`config.mk`:
```
export PLATFORM = sky130hd
export DESIGN_NAME = uart_cmd_decoder_flat
export DESIGN_NICKNAME = d
export VERILOG_FILES = /design/src/rtl/uart_cmd_pkg.sv /design/src/rtl/uart_cmd_decoder_if.sv /design/src/rtl/uart_tx_skid.sv /design/src/rtl/uart_cmd_decoder.sv /design/src/flat_wrapper.sv
export SDC_FILE = /design/constraint.sdc
export NUM_CORES = 1
export LEC_CHECK = 0
export BUFFER_PORTS_ARGS = -buffer_cell sky130_fd_sc_hd__clkbuf_2
export CAP_MARGIN = 25
export CORE_MARGIN = 2
export CORE_UTILIZATION = 48
export CTS_CLUSTER_SIZE = 14
export DETAILED_ROUTE_END_ITERATION = 10
export PLACE_DENSITY_LB_ADDON = 0.25
export SYNTH_ARGS = -nofsm -noshare
export SYNTH_HDL_FRONTEND = slang
export SYNTH_SLANG_ARGS = --single-unit
```
`constraint.sdc`:
```
create_clock -name i_CLK -period 2.3 [get_ports i_CLK]
set_clock_uncertainty 0.2 [all_clocks]
set_input_delay 0.46 -clock i_CLK [delete_from_list [all_inputs] [get_ports i_CLK]]
set_output_delay 0.46 -clock i_CLK [all_outputs]
set_load 0.005 [all_outputs]
```
`src/rtl/uart_cmd_pkg.sv`:
```
// Shared constants, FSM encoding and frame helper for the UART command decoder.
package uart_cmd_pkg;

    localparam int unsigned FRAME_W = 48;

    localparam logic [7:0] CMD_RUN      = 8'h52;
    localparam logic [7:0] CMD_STOP     = 8'h53;
    localparam logic [7:0] CMD_ADS_RREG = 8'h61;
    localparam logic [7:0] CMD_MPR_RREG = 8'h6D;

    localparam logic [7:0] HDR_ADS = 8'h41;
    localparam logic [7:0] HDR_MPR = 8'h4D;

    localparam logic [7:0] RREG_ERR_DATA = 8'hFF;

    typedef enum logic [2:0] {
        ST_IDLE     = 3'd0,
        ST_RUN      = 3'd1,
        ST_ADS_RREG = 3'd2,
        ST_MPR_RREG = 3'd3,
        ST_REPLY    = 3'd4
    } state_e;

    function automatic logic [FRAME_W-1:0] build_reply(input logic [7:0] hdr,
                                                       input logic [7:0] addr,
                                                       input logic [7:0] data);
        return {hdr, addr, data, 24'h000000};
    endfunction

endpackage

```
`src/rtl/uart_cmd_decoder_if.sv`:
```
// Bundle of all non-clock/reset signals of the UART command decoder.
// master = decoder side, slave = UART controller / sensor cores side.
interface uart_cmd_decoder_if;
    import uart_cmd_pkg::*;

    logic [15:0]        i_UART_DATA_RX;
    logic               i_UART_DATA_RX_VALID;
    logic               o_CORE_BUSY;
    logic               o_RUN;
    logic               o_ADS_RREG_REQ;
    logic               o_MPR_RREG_REQ;
    logic [7:0]         o_RREG_ADDR;
    logic               i_ADS_RREG_DONE;
    logic               i_MPR_RREG_DONE;
    logic [7:0]         i_ADS_RREG_DATA;
    logic [7:0]         i_MPR_RREG_DATA;
    logic [FRAME_W-1:0] i_SAMPLE_DATA;
    logic               i_SAMPLE_VALID;
    logic               o_SAMPLE_READY;
    logic [FRAME_W-1:0] o_UART_DATA_TX;
    logic               o_UART_DATA_TX_VALID;
    logic               i_UART_DATA_TX_READY;
    logic               o_CMD_ERR;

    modport master (
        input  i_UART_DATA_RX, i_UART_DATA_RX_VALID,
        input  i_ADS_RREG_DONE, i_MPR_RREG_DONE, i_ADS_RREG_DATA, i_MPR_RREG_DATA,
        input  i_SAMPLE_DATA, i_SAMPLE_VALID, i_UART_DATA_TX_READY,
        output o_CORE_BUSY, o_RUN, o_ADS_RREG_REQ, o_MPR_RREG_REQ, o_RREG_ADDR,
        output o_SAMPLE_READY, o_UART_DATA_TX, o_UART_DATA_TX_VALID, o_CMD_ERR
    );

    modport slave (
        output i_UART_DATA_RX, i_UART_DATA_RX_VALID,
        output i_ADS_RREG_DONE, i_MPR_RREG_DONE, i_ADS_RREG_DATA, i_MPR_RREG_DATA,
        output i_SAMPLE_DATA, i_SAMPLE_VALID, i_UART_DATA_TX_READY,
        input  o_CORE_BUSY, o_RUN, o_ADS_RREG_REQ, o_MPR_RREG_REQ, o_RREG_ADDR,
        input  o_SAMPLE_READY, o_UART_DATA_TX, o_UART_DATA_TX_VALID, o_CMD_ERR
    );

endinterface

```
`src/rtl/uart_tx_skid.sv`:
```
// One-entry sample buffer feeding the TX mux. Ready is registered (low out of
// reset), so a load and a drain never coincide.
module uart_tx_skid
    import uart_cmd_pkg::*;
(
    input  logic               i_CLK,
    input  logic               i_RSTN,
    input  logic [FRAME_W-1:0] i_data,
    input  logic               i_valid,
    output logic               o_ready,
    input  logic               i_drain,
    output logic               o_full,
    output logic [FRAME_W-1:0] o_data
);

    logic               full_q,  full_d;
    logic               ready_q, ready_d;
    logic [FRAME_W-1:0] data_q,  data_d;
    logic               load_s;

    assign load_s = i_valid && ready_q;

    // Buffer occupancy and payload next-state.
    always_comb begin
        full_d = full_q;
        data_d = data_q;
        if (load_s) begin
            full_d = 1'b1;
            data_d = i_data;
        end else if (i_drain) begin
            full_d = 1'b0;
        end else begin
            full_d = full_q;
        end
        ready_d = !full_d;
    end

    // Buffer registers.
    always_ff @(posedge i_CLK or negedge i_RSTN) begin
        if (!i_RSTN) begin
            full_q  <= 1'b0;
            ready_q <= 1'b0;
            data_q  <= '0;
        end else begin
            full_q  <= full_d;
            ready_q <= ready_d;
            data_q  <= data_d;
        end
    end

    assign o_ready = ready_q;
    assign o_full  = full_q;
    assign o_data  = data_q;

endmodule

```
`src/rtl/uart_cmd_decoder.sv`:
```
// PC command decoder: RUN/STOP streaming control, single-register reads, TX merge.
// Optional macro UART_CMD_TIMEOUT_EN enables the register-read timeout.
module uart_cmd_decoder
    import uart_cmd_pkg::*;
#(
    parameter int unsigned P_RREG_TIMEOUT = 1_000_000
) (
    input  logic             i_CLK,
    input  logic             i_RSTN,
    uart_cmd_decoder_if.master bus
);

    state_e             state_q, state_d;
    logic [7:0]         addr_q, addr_d;
    logic [FRAME_W-1:0] reply_q, reply_d;
    logic               err_q, err_d;
    logic               reply_lock_q, reply_lock_d;

    logic [7:0]         cmd_s, rx_addr_s;
    logic               cmd_v_s;
    logic               done_s, timeout_s;
    logic [7:0]         rdata_s, hdr_s;
    logic               run_s, ads_req_s, mpr_req_s, busy_s;

    logic               skid_full_s, skid_drain_s, skid_ready_s;
    logic [FRAME_W-1:0] skid_data_s;
    logic               sel_sample_s, reply_offer_s, tx_valid_s, reply_xfer_s;
    logic [FRAME_W-1:0] tx_data_s;

    assign cmd_s     = bus.i_UART_DATA_RX[15:8];
    assign rx_addr_s = bus.i_UART_DATA_RX[7:0];
    assign cmd_v_s   = bus.i_UART_DATA_RX_VALID;

    // Completion/data of the core that owns the pending read; the other core is ignored.
    always_comb begin
        done_s  = 1'b0;
        rdata_s = 8'h00;
        hdr_s   = HDR_ADS;
        case (state_q)
            ST_ADS_RREG: begin
                done_s  = bus.i_ADS_RREG_DONE;
                rdata_s = bus.i_ADS_RREG_DATA;
                hdr_s   = HDR_ADS;
            end
            ST_MPR_RREG: begin
                done_s  = bus.i_MPR_RREG_DONE;
                rdata_s = bus.i_MPR_RREG_DATA;
                hdr_s   = HDR_MPR;
            end
            default: begin
                done_s  = 1'b0;
            end
        endcase
    end

`ifdef UART_CMD_TIMEOUT_EN
    localparam int unsigned TMO_W = $clog2(P_RREG_TIMEOUT + 1);

    logic [TMO_W-1:0] tmo_cnt_q, tmo_cnt_d;
    logic             in_rreg_s;

    assign in_rreg_s = (state_q == ST_ADS_RREG) || (state_q == ST_MPR_RREG);

    // Cycles spent waiting on the current read; restarts on every new read.
    always_comb begin
        if (in_rreg_s) begin
            tmo_cnt_d = tmo_cnt_q + TMO_W'(1);
        end else begin
            tmo_cnt_d = '0;
        end
    end

    // Timeout counter register.
    always_ff @(posedge i_CLK or negedge i_RSTN) begin
        if (!i_RSTN) begin
            tmo_cnt_q <= '0;
        end else begin
            tmo_cnt_q <= tmo_cnt_d;
        end
    end

    assign timeout_s = in_rreg_s && (tmo_cnt_q == TMO_W'(P_RREG_TIMEOUT - 1));
`else
    assign timeout_s = 1'b0;
`endif

    // FSM state register plus the data registers it owns.
    always_ff @(posedge i_CLK or negedge i_RSTN) begin
        if (!i_RSTN) begin
            state_q      <= ST_IDLE;
            addr_q       <= 8'h00;
            reply_q      <= '0;
            err_q        <= 1'b0;
            reply_lock_q <= 1'b0;
        end else begin
            state_q      <= state_d;
            addr_q       <= addr_d;
            reply_q      <= reply_d;
            err_q        <= err_d;
            reply_lock_q <= reply_lock_d;
        end
    end

    // FSM next-state logic; a command that cannot be honoured raises the error pulse.
    always_comb begin
        state_d = state_q;
        addr_d  = addr_q;
        reply_d = reply_q;
        err_d   = 1'b0;
        case (state_q)
            ST_IDLE: begin
                if (cmd_v_s) begin
                    case (cmd_s)
                        CMD_RUN:      state_d = ST_RUN;
                        CMD_STOP:     state_d = ST_IDLE;
                        CMD_ADS_RREG: begin
                            state_d = ST_ADS_RREG;
                            addr_d  = rx_addr_s;
                        end
                        CMD_MPR_RREG: begin
                            state_d = ST_MPR_RREG;
                            addr_d  = rx_addr_s;
                        end
                        default:      err_d = 1'b1;
                    endcase
                end else begin
                    state_d = ST_IDLE;
                end
            end
            ST_RUN: begin
                if (cmd_v_s) begin
                    case (cmd_s)
                        CMD_STOP: state_d = ST_IDLE;
                        CMD_RUN:  state_d = ST_RUN;
                        default:  err_d = 1'b1;
                    endcase
                end else begin
                    state_d = ST_RUN;
                end
            end
            ST_ADS_RREG, ST_MPR_RREG: begin
                if (done_s) begin
                    reply_d = build_reply(hdr_s, addr_q, rdata_s);
                    state_d = ST_REPLY;
                    err_d   = cmd_v_s;
                end else if (timeout_s) begin
                    reply_d = build_reply(hdr_s, addr_q, RREG_ERR_DATA);
                    state_d = ST_REPLY;
                    err_d   = 1'b1;
                end else begin
                    err_d   = cmd_v_s;
                end
            end
            ST_REPLY: begin
                err_d = cmd_v_s;
                if (reply_xfer_s) begin
                    state_d = ST_IDLE;
                end else begin
                    state_d = ST_REPLY;
                end
            end
            default: begin
                state_d = ST_IDLE;
            end
        endcase
    end

    // FSM output decode from the registered state.
    always_comb begin
        run_s     = 1'b0;
        ads_req_s = 1'b0;
        mpr_req_s = 1'b0;
        case (state_q)
            ST_RUN:      run_s     = 1'b1;
            ST_ADS_RREG: ads_req_s = 1'b1;
            ST_MPR_RREG: mpr_req_s = 1'b1;
            default:     run_s     = 1'b0;
        endcase
        busy_s = (state_q != ST_IDLE);
    end

    uart_tx_skid u_skid (
        .i_CLK   (i_CLK),
        .i_RSTN  (i_RSTN),
        .i_data  (bus.i_SAMPLE_DATA),
        .i_valid (bus.i_SAMPLE_VALID),
        .o_ready (skid_ready_s),
        .i_drain (skid_drain_s),
        .o_full  (skid_full_s),
        .o_data  (skid_data_s)
    );

    // TX merge: the buffered sample wins, except that a reply already on offer
    // is held until it transfers so the frame never changes under VALID.
    always_comb begin
        sel_sample_s  = skid_full_s && !reply_lock_q;
        reply_offer_s = (state_q == ST_REPLY) && !sel_sample_s;
        tx_valid_s    = sel_sample_s || reply_offer_s;
        if (sel_sample_s) begin
            tx_data_s = skid_data_s;
        end else if (reply_offer_s) begin
            tx_data_s = reply_q;
        end else begin
            tx_data_s = '0;
        end
        skid_drain_s  = sel_sample_s && bus.i_UART_DATA_TX_READY;
        reply_xfer_s  = reply_offer_s && bus.i_UART_DATA_TX_READY;
        reply_lock_d  = reply_offer_s && !bus.i_UART_DATA_TX_READY;
    end

    assign bus.o_CORE_BUSY          = busy_s;
    assign bus.o_RUN                = run_s;
    assign bus.o_ADS_RREG_REQ       = ads_req_s;
    assign bus.o_MPR_RREG_REQ       = mpr_req_s;
    assign bus.o_RREG_ADDR          = addr_q;
    assign bus.o_SAMPLE_READY       = skid_ready_s;
    assign bus.o_UART_DATA_TX       = tx_data_s;
    assign bus.o_UART_DATA_TX_VALID = tx_valid_s;
    assign bus.o_CMD_ERR            = err_q;

endmodule

```
`src/flat_wrapper.sv`:
```
// flat-port wrapper written by rule: the top's interface ports become plain ports
module uart_cmd_decoder_flat import uart_cmd_pkg::*;
#(
    parameter int unsigned P_RREG_TIMEOUT = 1_000_000
)
  (i_CLK, i_RSTN, bus_i_UART_DATA_RX, bus_i_UART_DATA_RX_VALID, bus_i_ADS_RREG_DONE, bus_i_MPR_RREG_DONE, bus_i_ADS_RREG_DATA, bus_i_MPR_RREG_DATA, bus_i_SAMPLE_DATA, bus_i_SAMPLE_VALID, bus_i_UART_DATA_TX_READY, bus_o_CORE_BUSY, bus_o_RUN, bus_o_ADS_RREG_REQ, bus_o_MPR_RREG_REQ, bus_o_RREG_ADDR, bus_o_SAMPLE_READY, bus_o_UART_DATA_TX, bus_o_UART_DATA_TX_VALID, bus_o_CMD_ERR);
  uart_cmd_decoder_if bus_i ();
  input  logic i_CLK;
  input  logic i_RSTN;
  input wire logic [$bits(bus_i.i_UART_DATA_RX)-1:0] bus_i_UART_DATA_RX;
  input wire logic [$bits(bus_i.i_UART_DATA_RX_VALID)-1:0] bus_i_UART_DATA_RX_VALID;
  input wire logic [$bits(bus_i.i_ADS_RREG_DONE)-1:0] bus_i_ADS_RREG_DONE;
  input wire logic [$bits(bus_i.i_MPR_RREG_DONE)-1:0] bus_i_MPR_RREG_DONE;
  input wire logic [$bits(bus_i.i_ADS_RREG_DATA)-1:0] bus_i_ADS_RREG_DATA;
  input wire logic [$bits(bus_i.i_MPR_RREG_DATA)-1:0] bus_i_MPR_RREG_DATA;
  input wire logic [$bits(bus_i.i_SAMPLE_DATA)-1:0] bus_i_SAMPLE_DATA;
  input wire logic [$bits(bus_i.i_SAMPLE_VALID)-1:0] bus_i_SAMPLE_VALID;
  input wire logic [$bits(bus_i.i_UART_DATA_TX_READY)-1:0] bus_i_UART_DATA_TX_READY;
  output wire logic [$bits(bus_i.o_CORE_BUSY)-1:0] bus_o_CORE_BUSY;
  output wire logic [$bits(bus_i.o_RUN)-1:0] bus_o_RUN;
  output wire logic [$bits(bus_i.o_ADS_RREG_REQ)-1:0] bus_o_ADS_RREG_REQ;
  output wire logic [$bits(bus_i.o_MPR_RREG_REQ)-1:0] bus_o_MPR_RREG_REQ;
  output wire logic [$bits(bus_i.o_RREG_ADDR)-1:0] bus_o_RREG_ADDR;
  output wire logic [$bits(bus_i.o_SAMPLE_READY)-1:0] bus_o_SAMPLE_READY;
  output wire logic [$bits(bus_i.o_UART_DATA_TX)-1:0] bus_o_UART_DATA_TX;
  output wire logic [$bits(bus_i.o_UART_DATA_TX_VALID)-1:0] bus_o_UART_DATA_TX_VALID;
  output wire logic [$bits(bus_i.o_CMD_ERR)-1:0] bus_o_CMD_ERR;
  assign bus_i.i_UART_DATA_RX = bus_i_UART_DATA_RX;
  assign bus_i.i_UART_DATA_RX_VALID = bus_i_UART_DATA_RX_VALID;
  assign bus_i.i_ADS_RREG_DONE = bus_i_ADS_RREG_DONE;
  assign bus_i.i_MPR_RREG_DONE = bus_i_MPR_RREG_DONE;
  assign bus_i.i_ADS_RREG_DATA = bus_i_ADS_RREG_DATA;
  assign bus_i.i_MPR_RREG_DATA = bus_i_MPR_RREG_DATA;
  assign bus_i.i_SAMPLE_DATA = bus_i_SAMPLE_DATA;
  assign bus_i.i_SAMPLE_VALID = bus_i_SAMPLE_VALID;
  assign bus_i.i_UART_DATA_TX_READY = bus_i_UART_DATA_TX_READY;
  assign bus_o_CORE_BUSY = bus_i.o_CORE_BUSY;
  assign bus_o_RUN = bus_i.o_RUN;
  assign bus_o_ADS_RREG_REQ = bus_i.o_ADS_RREG_REQ;
  assign bus_o_MPR_RREG_REQ = bus_i.o_MPR_RREG_REQ;
  assign bus_o_RREG_ADDR = bus_i.o_RREG_ADDR;
  assign bus_o_SAMPLE_READY = bus_i.o_SAMPLE_READY;
  assign bus_o_UART_DATA_TX = bus_i.o_UART_DATA_TX;
  assign bus_o_UART_DATA_TX_VALID = bus_i.o_UART_DATA_TX_VALID;
  assign bus_o_CMD_ERR = bus_i.o_CMD_ERR;
  uart_cmd_decoder #(.P_RREG_TIMEOUT(P_RREG_TIMEOUT)) u_core (.i_CLK(i_CLK), .i_RSTN(i_RSTN), .bus(bus_i));
endmodule
```
==> results of run 1 <==
==> worst max-delay path, delay by kind of cell (launching register included) <==
family,cells,cell delay [ns]
flops,1,0.46
simple gates,3,0.35
buf+inv,2,0.26
compound gates,1,0.14
==> cells in the mapped netlist (3+ instances only) <==
master	n	area, um2
nor3_1	3	15.0
nor2_1	5	18.8
nand2_1	16	60.1
buf_2	3	15.0
nand2b_1	5	31.3
and2_1	29	181
mux2_2	64	721
clkbuf_1	15	56.3
mux2i_1	9	90.1
o31ai_1	10	75.1
a22o_1	20	175
inv_1	3	11.3
dfrtp_1	81	2030
o21ai_0	5	25.0
==> layout make-up <==
class	count	area (um2)	share of cell area (%)
sequential	81	2030	41.0
multi-input combinational	189	1620	32.7
timing repair buffer	170	940	19.0
clock buffer	11	141	2.85
tap	102	128	2.58
clock inverter	5	87.6	1.77
inverter	3	11.3	0.227
==> kinds of logic (layout without fill, tap and decap cells) <==
group | Yosys count | count (layout) | share of synthesized area [%]
and+or+nand+nor | 73 | 73 | 11.9
buffers and inverters | 23 | 189 | 2.63
AOI/OAI and AO/OA | 42 | 42 | 8.69
DFF | 81 | 81 | 54.6
muxes | 74 | 74 | 22.2
==> what timing repair did <==
item | 4_1_cts | 5_1_grt
setup buffers | 1 | 3
pin swaps | 1 | 8
gates resized for setup | 6 | 14
hold endpoints to repair | 35 | 0
gates cloned | 0 | 1
hold buffers | 1 | 0
endpoints found under the setup margin | 23 | 43
==> final timing paths <==
path / startpoint / to / slack (ns) / depth (start not counted)
hold reg to reg: u_core.reply_q[25]$_DFFE_PN0P_ / u_core.reply_q[25]$_DFFE_PN0P_ / 0.28 / 2
hold / removal: bus_i_UART_DATA_TX_READY / u_core.reply_lock_q$_DFF_PN0_ / 0.10 / 2
setup reg to reg: u_core.state_q[0]$_DFFE_PN0P_ / u_core.bus.o_RREG_ADDR[7]$_DFFE_PN0P_ / 0.26 / 5
min in group asynchronous: i_RSTN / u_core.u_skid.o_data[14]$_DFFE_PN0P_ / 0.41 / 2
setup / recovery: u_core.state_q[0]$_DFFE_PN0P_ / bus_o_UART_DATA_TX[32] / 0.08 / 6
max in group asynchronous: i_RSTN / u_core.reply_q[39]$_DFFE_PN0P_ / 0.91 / 3
==> state kept, by name, summed over array words and instances (netlist names) <==
register and count:
u_core.u_skid.o_data 48, u_core.reply_q 18, u_core.bus.o_RREG_ADDR 8, u_core.state_q 3, u_core.bus.o_CMD_ERR 1, u_core.reply_lock_q 1
u_core.u_skid.o_full 1, u_core.u_skid.o_ready 1
==> stage by stage <==
step | worst slack (ns) | TNS (ns) | hold WS (ns) | instances
after global placement | 0.260 | 0 | 0.258 | 539
after CTS | 0.00922 | 0 | 0.0861 | 557
after global routing | -0.0313 | -0.190 | 0.0776 | 561
after detailed placement | 0.243 | 0 | 0.255 | 539
after floorplan | 0.314 | 0 | -0.0356 | 293
final | 0.0759 | 0 | 0.102 | 561
==> per-layer routing <==
metal  GRT usage [%]  vias up
met1            27.3     1401
met3            5.42       11
met2            32.2      103
met5               0        -
met4            7.59        0
li1                -     1368
==> report_power, final <==
group / internal, mW / leakage (nW) / total (mW) / switching [mW]
Sequential: 1.65 / 1.01 / 1.77 / 0.125
Clock: 0.651 / 0.112 / 1.16 / 0.506
Combinational: 0.594 / 1.40 / 1.02 / 0.429
==> metrics.txt, run 1 <==
status=completed; layout cells sized above 1=~57%; EDFF count, synth=0; Max Slew Vio Count=0; Critical Path Source Type=register; Avg Inst Size Synth=approximately 13 um2; Syn Nets=between 300 and 400; DRT iter0 DRCs=between 70 and 80; final hold violations=0; max cap viols=0; vias in the first global route=roughly 2900; # diodes=0; CTS Buf Count=9; initial antenna violation count=0; leak pwr=around 2.5 nW; Seq cells post-synth=between 80 and 90; CTS clk-pin slew, worst paths=0.08 ns; crit-path cells=nor2_4 > nand2_2 > nor2_4 > buf_6 > a22o_1 > clkbuf_2; fmax=450 MHz; total wire length=around 8000 um; chip height=92.0 um; Synth cell types=34; vias per inst=a little over 5; CP Data Required Time=around 1.6 ns; Top cell by count, worst path=nor2_4; relative slew slack=68.2%; Setup crit end kind=primary output; die width=92.0 um; worst slew pin tran=between 0.4 and 0.5 ns; Synth-to-Final Area Change=33.4%; number of H-tree levels=3; RSZ-0062 raised after global routing=true; maximum number of pins on one net before global-route repair=50; Critical Path AT=between 1.5 and 2 ns; Netlist Area Pre-Place=around 3700 um2; Final min period=2.22 ns; # fillers=approximately 650; Critical-path top delay cell=dfrtp_2; routed wl met2=about 3900 um; WL per Instance=~15 um; WL met1=between 3000 and 4000 um; yosys warns=0; nets@finish=around 540; ys flop type=dfrtp_1; Crit Path Class=reg -> out; Final setup viols=0; IO Pins=150; CTS sink cnt=81; Final Util=65.1%; via count=around 2900; Crit Path Max Fanout=6; Design Power=about 4.0 mW; DRC viols=0; most common cell after layout, fill and taps aside=clkbuf_2; HP Class=in -> reg; VDD IR max=0.356 mV; Seq/Total Area, Yosys=a little over half; max layer used=met4; post-DP HPWL=roughly 6000 um; met3 WL=546 um; Cell Rows=32; power per cell area=~800 nW/um2; Synth Instances=293; Initial Utilization=between 40 and 50%; CP max stage delay=approximately 0.46 ns; remaining global-route overflow=0; overall global routing resource usage=approximately a fifth; first-pass GRT wire length=13600 um; placed cell areas=about 4600 um2; finished layout cell area=just under 5000 um2; 1st-pass router iterations=4; IO Port Bufs=about 150; most frequent cells in the layout=142 x clkbuf_2, 79 x dfrtp_1, 64 x mux2_2; Clk Latency, worst-skew pair=~0.34 ns; CTS tree=built; die area=between 8000 and 9000 um2; FFs w/ async S/R, synth=100%; clk root buf=clkbuf_8; Floorplan Core Area=around 7600 um2; Routed Antenna Nets=0; Final period util=around 97%; Max clock buf depth=2; GPL Wtd Cong=0.862
Note: power is estimated with default switching activity, not from simulation.
==> run 2: changes to the inputs <==
--- a/config.mk
+++ b/config.mk
@@ -7,8 +7,9 @@
 export LEC_CHECK = 0
 export BUFFER_PORTS_ARGS = -buffer_cell sky130_fd_sc_hd__clkbuf_2
 export CAP_MARGIN = 25
-export CORE_MARGIN = 2
+export CORE_MARGIN = 5
 export CORE_UTILIZATION = 48
+export CTS_BUF_LIST = sky130_fd_sc_hd__clkbuf_16
 export CTS_CLUSTER_SIZE = 14
 export DETAILED_ROUTE_END_ITERATION = 10
 export PLACE_DENSITY_LB_ADDON = 0.25
==> metrics.txt, run 2 (synthesis results as in run 1) <==
HP Class=in -> reg; Cell Rows=32 (unchanged); vias in the first global route=2922 (+2.3%); CP endpoint=bus_o_UART_DATA_TX[32]; VDD IR max=0.447 mV (+26%); DRT iter0 DRCs=76 (+1.3%); pre-CTS WS=0.191 ns (-0.0523 ns); Initial Utilization=48.6% (-0.26 points); Synth-to-Final Area Change=35.2%; most common cell after layout, fill and taps aside=clkbuf_2; most frequent cells in the layout=148 x clkbuf_2, 79 x dfrtp_1, 64 x mux2_2; chip height=98.0 um (+6.5%); maximum number of pins on one net before global-route repair=50 (unchanged); Fin Hold WS=0.114 ns (+0.0124 ns); Final period util=96.6% (about the same); delay-heaviest family, CP=flip-flops; max reg flops=48 (unchanged); overall global routing resource usage=18.6% (-1.8 points); M2 GR Usage=29.4% (-2.8 points); Final setup viols=0 (unchanged); die area=9600 um2 (+13%); GPL Wtd Cong=0.905 (+5.0%); PnR worst setup slack=0.0773 ns (+0.00142 ns); Floorplan Core Area=7650 um2 (+0.53%); total wire length=8800 um (+7.9%); layout cells sized above 1=56.5% (-0.38 points); worst path buffer plus inverter count=2 (unchanged); WL per Instance=15.8 um (+8.7%); Crit Path Max Fanout=5 (-1); Final min period=2.22 ns (-0.00142 ns); remaining global-route overflow=0 (unchanged); nets@finish=538 (-0.55%); number of H-tree levels=3 (unchanged); Critical-path top delay cell=dfrtp_1; first-pass GRT wire length=14300 um (+5.5%); grt peak-use layer=met2; Routed Antenna Nets=0 (unchanged); relative slew slack=63.6% (-4.6 points); Max Slew Vio Count=0 (unchanged); status=completed; max cap viols=0 (unchanged); CP max stage delay=0.42 ns (-0.04 ns); final hold violations=0 (unchanged); CTS sink cnt=81 (unchanged); worst setup path startpoint=u_core.state_q[1]$_DFFE_PN0P_; Top cell by count, worst path=nor2_4; initial antenna violation count=0 (unchanged); worst slew pin tran=0.546 ns (+0.0687 ns); CP Data Required Time=1.64 ns (about the same); 1st-pass router iterations=4 (unchanged); Crit path depth=6 (unchanged); finished layout cell area=5020 um2 (+1.3%); leak pwr=2.54 nW (+0.74%); CTS tree=built; Worst Reg-to-Reg Cells=5 (unchanged); die width=98.0 um (+6.5%); CTS clk-pin slew, worst paths=0.06 ns (-0.02 ns); via count=2808 (-2.6%); Crit Path Class=reg -> out; CTS Buf Count=9 (unchanged); DRC viols=0 (unchanged); placed cell areas=4630 um2 (-0.22%); IO Port Bufs=149 (unchanged); Critical Path AT=1.56 ns (about the same); placed cells=536 (-0.56%); RR Endpoint=u_core.bus.o_RREG_ADDR[7]$_DFFE_PN0P_; power per cell area=853 nW/um2 (+6.9%); reg2reg setup slack=0.26 ns (about the same); # diodes=0 (unchanged); Max clock buf depth=2 (unchanged); vias per inst=5.04 (-1.9%); global-route met1 utilization=24.5% (-2.9 points); clk root buf=clkbuf_16; final std cells w/o fill=557 (-0.71%); IO Pins=150 (unchanged); fmax=450 MHz (about the same); Setup crit end kind=primary output; Clk Latency, worst-skew pair=0.32 ns (-0.02 ns); Critical Path Source Type=register; grt met3 use=6.07% (+0.65 points); post-DP HPWL=6400 um (+7.2%); crit-path cells=nor2_4 > nand2_2 > nor2_4 > buf_6 > a22o_1 > clkbuf_2; RR Startpoint=u_core.state_q[0]$_DFFE_PN0P_
==> run 2: through the flow <==
stage / total power, mW / util [%] / TNS [ns]
after global routing: 4.52 / 65.7 / -0.00475
after CTS: 4.32 / 65.4 / 0
after detailed placement: 2.79 / 60.5 / 0
after global placement: 2.76 / 60.5 / 0
after floorplan: 2.37 / - / 0
final: 4.28 / 65.7 / 0
==> run 2: how the worst min path moves through the flow <==
stage / cells after the start / end / startpoint
3_3_place_gp: 2 / u_core.reply_q[25]$_DFFE_PN0P_ / u_core.reply_q[25]$_DFFE_PN0P_
6_report: 2 / u_core.reply_lock_q$_DFF_PN0_ / bus_i_UART_DATA_TX_READY
4_1_cts: 2 / u_core.reply_lock_q$_DFF_PN0_ / bus_i_UART_DATA_TX_READY
3_5_place_dp: 1 / u_core.bus.o_CMD_ERR$_DFF_PN0_ / i_RSTN
5_1_grt: 2 / u_core.reply_lock_q$_DFF_PN0_ / bus_i_UART_DATA_TX_READY
2_1_floorplan: 0 / u_core.bus.o_CMD_ERR$_DFF_PN0_ / i_RSTN
==> run 2: power breakdown <==
part           leakage [nW]  total [mW]  internal [mW]  switching, mW
logic                  1.39        1.03          0.597          0.437
registers              1.01        1.78           1.65          0.124
clock network         0.145        1.47          0.938          0.532
==> run 2: area by class of cell <==
cell class	count	area, um2
Fill cell	653	2630
Clock inverter	6	83.8
Timing Repair Buffer	167	926
Multi-Input combinational cell	189	1620
Inverter	3	11.3
Sequential cell	81	2030
Clock buffer	9	225
Tap cell	102	128
==> run 2: what timing repair did <==
action                                 CTS  global route
setup endpoints to repair               20            20
gates resized for setup                  9             4
hold buffers                             1             0
endpoints found under the hold margin   40             0
cloned                                   2             0
pin swaps                                1             2
buffers inserted                         2             1
==> run 2: worst reg2reg max path: stages, from the launching register on <==
cell and delay, ns:
dfrtp_2 0.43, buf_4 0.15, or3b_4 0.42, nor3_4 0.21
nand3_4 0.17, mux2_4 0.33
==> run 2: metal layers <==
layer,wire [um],share of wire [%],up-vias
met3,703,8.0,10
met5,0,0,-
met4,123,1.4,0
met1,3920,44,1326
li1,-,-,1359
met2,4060,46,113
